### src/rtl/branch_pkg.sv
// branch_pkg: types and constants shared by the fetch-side branch predictor
// and the execute-stage branch comparator.
//   ctr_t             2-bit saturating direction counter state
//   F3_*              B-type funct3 encodings (BEQ..BGEU)
//   ctr_is_taken()    direction implied by a counter state
package branch_pkg;

  // The encoding is architectural: bit 1 is the predicted direction.
  typedef enum logic [1:0] {
    SNT = 2'b00,
    WNT = 2'b01,
    WT  = 2'b10,
    ST  = 2'b11
  } ctr_t;

  localparam logic [2:0] F3_BEQ  = 3'b000;
  localparam logic [2:0] F3_BNE  = 3'b001;
  localparam logic [2:0] F3_BLT  = 3'b100;
  localparam logic [2:0] F3_BGE  = 3'b101;
  localparam logic [2:0] F3_BLTU = 3'b110;
  localparam logic [2:0] F3_BGEU = 3'b111;

  function automatic logic ctr_is_taken(input ctr_t ctr);
    return ctr[1];
  endfunction

endpackage

### src/rtl/sat_counter2.sv
// sat_counter2: combinational next state of a 2-bit saturating counter.
//   ctr_i    current counter state
//   taken_i  resolved branch outcome
//   ctr_o    next counter state (steps toward ST on taken, SNT on not-taken)
module sat_counter2
  import branch_pkg::*;
(
  input  ctr_t ctr_i,
  input  logic taken_i,
  output ctr_t ctr_o
);

  // NOTE: default-assign every always_comb output first so no path leaves it
  // unassigned; otherwise synthesis infers a latch.
  always_comb begin
    ctr_o = ctr_i;
    case (ctr_i)
      SNT:     ctr_o = taken_i ? WNT : SNT;
      WNT:     ctr_o = taken_i ? WT  : SNT;
      WT:      ctr_o = taken_i ? ST  : WNT;
      ST:      ctr_o = taken_i ? ST  : WT;
      default: ctr_o = ctr_i;
    endcase
  end

endmodule

### src/rtl/branch_predictor.sv
// branch_predictor: direct-mapped BTB with 2-bit direction counters.
//   clk, rst                  clock and synchronous active-high reset
//   fetch_pc                  PC being fetched
//   pred_hit/_taken/_target   same-cycle prediction from the registered table
//   upd_valid, upd_pc,        resolved branch presented for training,
//   upd_taken, upd_target,    with the prediction that was made for it
//   upd_pred_taken/_target
//   mispredict, redirect_pc   redirect request and correct next PC
//   mispredict_count          saturating count of mispredict cycles
module branch_predictor
  import branch_pkg::*;
#(
  parameter int ENTRIES = 16,
  parameter int XLEN    = 32
) (
  input  logic            clk,
  input  logic            rst,
  input  logic [XLEN-1:0] fetch_pc,
  output logic            pred_hit,
  output logic            pred_taken,
  output logic [XLEN-1:0] pred_target,
  input  logic            upd_valid,
  input  logic [XLEN-1:0] upd_pc,
  input  logic            upd_taken,
  input  logic [XLEN-1:0] upd_target,
  input  logic            upd_pred_taken,
  input  logic [XLEN-1:0] upd_pred_target,
  output logic            mispredict,
  output logic [XLEN-1:0] redirect_pc,
  output logic [31:0]     mispredict_count
);

  localparam int              IDX     = $clog2(ENTRIES);
  localparam int              TAG_W   = XLEN - IDX - 2;
  localparam logic [XLEN-1:0] PC_STEP = XLEN'(4);

  // Field widths depend on this instance's parameters, so the entry type
  // lives here rather than in the shared package.
  typedef struct packed {
    logic             valid;
    logic [TAG_W-1:0] tag;
    logic [XLEN-1:0]  target;
    ctr_t             ctr;
  } btb_entry_t;

  btb_entry_t btb_q [ENTRIES];
  btb_entry_t btb_d [ENTRIES];
  logic [31:0] mispredict_count_q, mispredict_count_d;

  logic [IDX-1:0]   fetch_idx, upd_idx;
  logic [TAG_W-1:0] fetch_tag, upd_tag;
  btb_entry_t       fetch_entry, upd_entry;
  logic             upd_hit;
  ctr_t             ctr_next;

  assign fetch_idx   = fetch_pc[IDX+1:2];
  assign fetch_tag   = fetch_pc[XLEN-1:IDX+2];
  assign upd_idx     = upd_pc[IDX+1:2];
  assign upd_tag     = upd_pc[XLEN-1:IDX+2];
  assign fetch_entry = btb_q[fetch_idx];
  assign upd_entry   = btb_q[upd_idx];
  assign upd_hit     = upd_entry.valid && (upd_entry.tag == upd_tag);

  sat_counter2 u_ctr (
    .ctr_i   (upd_entry.ctr),
    .taken_i (upd_taken),
    .ctr_o   (ctr_next)
  );

  // Prediction reads the registered table only: a same-cycle update to the
  // same index is not bypassed. rst masks the table while it is being cleared.
  always_comb begin
    pred_hit    = 1'b0;
    pred_taken  = 1'b0;
    pred_target = fetch_pc + PC_STEP;
    if (!rst && fetch_entry.valid && (fetch_entry.tag == fetch_tag)) begin
      pred_hit   = 1'b1;
      pred_taken = ctr_is_taken(fetch_entry.ctr);
      if (pred_taken) pred_target = fetch_entry.target;
    end
  end

  always_comb begin
    mispredict  = !rst && upd_valid &&
                  ((upd_taken != upd_pred_taken) ||
                   (upd_taken && upd_pred_taken && (upd_target != upd_pred_target)));
    redirect_pc = (!rst && upd_taken) ? upd_target : upd_pc + PC_STEP;
  end

  // Training: a hit steps the counter (target refreshed only when taken);
  // a taken miss allocates over whatever held the index; a not-taken miss
  // leaves the table alone.
  always_comb begin
    btb_d = btb_q;
    if (upd_valid) begin
      if (upd_hit) begin
        btb_d[upd_idx].ctr = ctr_next;
        if (upd_taken) btb_d[upd_idx].target = upd_target;
      end else if (upd_taken) begin
        btb_d[upd_idx] = '{valid: 1'b1, tag: upd_tag, target: upd_target, ctr: WT};
      end
    end
  end

  always_comb begin
    mispredict_count_d = mispredict_count_q;
    if (mispredict && (mispredict_count_q != 32'hFFFF_FFFF))
      mispredict_count_d = mispredict_count_q + 32'd1;
  end

  // NOTE: the table is built from flops, not RAM, so every entry can and must
  // be cleared by reset; a RAM-inferred table could not be reset this way.
  // NOTE: sequential state is written with non-blocking assignments so all
  // flops sample their _d values from the same pre-edge snapshot.
  always_ff @(posedge clk) begin
    if (rst) begin
      for (int i = 0; i < ENTRIES; i++) begin
        btb_q[i] <= '{valid: 1'b0, tag: '0, target: '0, ctr: WNT};
      end
      mispredict_count_q <= '0;
    end else begin
      btb_q              <= btb_d;
      mispredict_count_q <= mispredict_count_d;
    end
  end

  assign mispredict_count = mispredict_count_q;

endmodule

### config.mk
export PLATFORM = sky130hd
export DESIGN_NAME = branch_predictor
export DESIGN_NICKNAME = d
export VERILOG_FILES = /design/src/rtl/branch_pkg.sv /design/src/rtl/sat_counter2.sv /design/src/rtl/branch_predictor.sv
export SDC_FILE = /design/constraint.sdc
export NUM_CORES = 2
export LEC_CHECK = 0
export BUFFER_PORTS_ARGS = -buffer_cell sky130_fd_sc_hd__buf_2
export CAP_MARGIN = 40
export CORE_ASPECT_RATIO = 1.5
export CORE_MARGIN = 3
export CORE_UTILIZATION = 35
export DETAILED_ROUTE_END_ITERATION = 6
export GPL_TIMING_DRIVEN = 0
export REMOVE_ABC_BUFFERS = 1
export SETUP_SLACK_MARGIN = 0.05
export SLEW_MARGIN = 20
export SYNTH_ARGS = -nofsm -noshare
export SYNTH_HDL_FRONTEND = slang
export SYNTH_HIERARCHICAL = 1
export SYNTH_SLANG_ARGS = --single-unit
### constraint.sdc
create_clock -name clk -period 5.9 [get_ports clk]
set_input_delay 1.18 -clock clk [delete_from_list [all_inputs] [get_ports clk]]
set_output_delay 1.18 -clock clk [all_outputs]
set_load 0.02 [all_outputs]
==> metrics.md <==
| Metric | Value |
|---|---|
| Status | `complete, but fails checks` |
| Failing checks | `setup timing` |
| Ranking of synthesized cells by area | `dfxtp_1 (34%), mux4_2 (13%), nand2_1 (7.2%)` |
| Die Ht | `510 um` |
| Static Leak | `22.7 nW` |
| Num rows | `184` |
| Drt total wl | `257,000 um` |
| Yosys cell types | `67` |
| Starting Density | `0.353` |
| Layout fillers | `16,200` |
| Area growth, synth to finish | `17.6%` |
| Place WS | `-1610 ps` |
| PortBufs | `231` |
| CTS clk-pin slew, worst paths | `70 ps` |
| Final cell count without fillers | `8,889` |
| Die X | `342 um` |
| Most common flop cell mapped by yosys | `dfxtp_1` |
| Clock Power Share | `0.438` |
| Hold Buf Count CTS | `0` |
| Largest vdd supply drop | `0.245 mV` |
| Worst Hold End | `btb_q[92]` |
| H-tree Lvls | `3` |
| CTS max path bufs | `3` |
| Comb pwr share | `0.118` |
| Final setup fails | `32` |
| Sequential power share | `0.444` |
| Gp weighted congestion | `0.854` |
| Register area share after synthesis | `0.340` |
| Crit path launch type | `input pin` |
| Routed Antenna Nets | `0` |
| Vias | `58,100` |
| Depth of the worst register-to-register path | `19` |
| Die area | `0.175 mm^2` |
| Mapped Area | `0.0594 mm^2` |
| Clk sinks | `1,008` |
| Clk_lat worst skew | `750 ps` |
| Setup crit end kind | `output pin` |
| HP Class | `reg2reg` |
| Worst Setup Slack, final | `-100 ps` |
| Most frequent cell after synthesis | `nand2_1` |
| Share of cells above drive strength 1 | `0.179` |
| Top achievable clock speed | `167 MHz` |
| Routed len/inst | `29.0 um` |
| Largest net degree at the start of global routing | `189` |
| Pwr Total | `0.0156 W` |
| Worst Path Max Fanout | `10` |
| Number of antenna violations at the first check in global routing | `38` |
| Synth Warn # | `6` |
| Total Routing Usage GR | `0.280` |
| Post-synth EDFFs | `0` |
| Root Driver | `clkbuf_16` |
| Remaining DRCs | `0` |
| DRT iter0 DRCs | `7,609` |
| Switching share of power | `0.271` |
| Crit path kind | `in2out` |
| MaxCap Viol Count | `0` |
| Core area | `0.168 mm^2` |
| Final min period | `6000 ps` |
| Cell count of the worst hold path | `2` |
| Detail Placement HPWL | `153,000 um` |
| Setup Skew | `27.5 ps` |
| Cells after Synth | `6,808` |
| PwrDens | `224 mW/mm^2` |
| Internal power | `0.0114 W` |
| Io pins | `232` |
| First-pass GRT wire length | `369,000 um` |
| Slew Limit Fails | `0` |
| Final core occ | `0.415` |
| Dpl cells | `8,571` |
| Drt pass-1 iters | `6` |
| Post-synthesis register bit count | `1,008` |
| Total grt overflow | `0` |
| Fin. Hold Viols | `0` |
| Worst Tran Pin Value | `950 ps` |
| Post-DR vias/cell | `6.54` |
| Async SR Flop Fraction | `0` |
| Most frequent cells after synthesis | `nand2_1 (1,144), dfxtp_1 (1,008), clkbuf_1 (585)` |
| RSZ-0062 raised after global routing | `yes` |
| Reg-to-Reg End | `btb_q[176]` |
| Tcrit/Tclk final | `1.02` |
| TritonCTS buffer count | `96` |
| Sw Pwr | `0.00424 W` |
| Leading area contributor after synthesis | `dfxtp_1` |
| Yosys top cell area share | `0.340` |
| Min-delay src | `btb_q[92]` |
| Worst relative slew slack | `0.364` |
| Worst Path Arrival | `4820 ps` |
| Vias in the first global route | `54,400` |
| R2R Path Start | `btb_q[840]` |
| DP Area | `0.0637 mm^2` |
| Finished Cell Area | `0.0698 mm^2` |
| Avg Inst Size Synth | `8.72 um^2` |
| Flop-to-flop setup slack | `980 ps` |
| Final nets | `6,702` |
| CTS tree | `built` |
| Critical Path RT | `4720 ps` |
cell usage in the layout (no fill, tap or decap), types with 18 or more instances in the layout:
master and instances:
buf_6 63, nor2b_1 245, nand4b_1 209, bufbuf_16 28, xor2_1 39, dfxtp_1 1008
mux2_2 24, nor3b_1 211, clkbuf_16 103, diode_2 19, buf_12 43, a41oi_1 33
o311ai_0 159, nand4_1 38, a22oi_1 246, a21oi_1 534, o311ai_1 257, nand3_1 249
nand2_1 1128, o21ai_0 53, a31oi_1 210, nand2b_1 49, nor4_1 23, mux4_2 346
buf_4 82, mux2i_1 141, clkbuf_8 30, o31ai_1 19, and3_1 36, buf_16 98
buf_2 203, clkbuf_1 18, mux2_4 19, nor2_1 282, xnor2_1 116, inv_1 20
timing repair:
| action | CTS | global route |
|---|---|---|
| gates cloned | 34 | 6 |
| resized for setup | 73 | 84 |
| pin swaps | 13 | 11 |
| setup endpoints to repair | 303 | 109 |
| buffers inserted | 43 | 30 |
per-layer routing:
metal / share of wire / vias to the layer above / track usage
met5: 0.00042 / - / 0
met4: 0.081 / 16 / 0.197
met2: 0.44 / 3876 / 0.434
met3: 0.11 / 980 / 0.0621
li1: - / 24800 / -
met1: 0.37 / 28400 / 0.344
state kept, by name, summed over array words and instances, names as in the netlist:
signal            cells
btb_q               976
mispredict_count     32
critical path: stages:
cell and delay (ps):
buf_16 110, buf_16 140, buf_16 160, clkbuf_16 200
inv_12 130, buf_16 180, buf_4 180, mux2i_1 580
xnor2_1 210, a2111oi_4 400, buf_6 160, buf_6 130
and4bb_4 300, buf_12 150, mux2_2 370, buf_2 170
power by group through the flow:
| stage | Combinational [W] | Sequential (W) | Clock, W |
|---|---|---|---|
| final | 0.00184 | 0.00693 | 0.00685 |
| after global routing | 0.00188 | 0.00693 | 0.00711 |
| after CTS | 0.00172 | 0.00692 | 0.00688 |
| after detailed placement | 0.00155 | 0.00708 | 0 |
| after global placement | 0.00154 | 0.00708 | 0 |
| after floorplan | 0.000640 | 0.00706 | 0 |
stage by stage:
step                      hold WS [ps]  TNS (ps)
after floorplan                    427  -7139480
after global placement             438         -
after detailed placement           444   -400760
after CTS                          454         0
after global routing               468      -626
final                              451     -2050
worst max path at each step:
stage               cells past startpoint              end   startpoint  slack, ps
floorplan                               8         btb_q[0]    upd_pc[2]     -16300
global placement                        9        btb_q[60]    upd_pc[2]     -36790
detailed placement                     17       btb_q[304]    upd_pc[2]      -1610
CTS                                    14   pred_target[4]  fetch_pc[4]         50
global route                           16  pred_target[24]  fetch_pc[4]        -50
finish                                 16  pred_target[17]  fetch_pc[4]       -100
logic make-up after synthesis:
family	count (synthesis)	synth area share
adders and majority gates	10	0.00207
xor gates and xnor gates	161	0.0238
DFF	1008	0.340
AOI/OAI and AO/OA	1594	0.183
and+or+nand+nor	2578	0.220
buffers and inverters	912	0.0659
muxes	545	0.166
cell type report:
cell class	count	area [um^2]	area share
Multi-Input combinational cell	4891	36000	0.516
Sequential cell	1008	20200	0.289
Timing Repair Buffer	540	7230	0.104
Clock buffer	144	2880	0.0413
Tap cell	2232	2790	0.0400
Clock inverter	31	522	0.00747
Inverter	24	136	0.00195
Antenna cell	19	47.5	0.000681
Power figures use the tool's default switching activity.
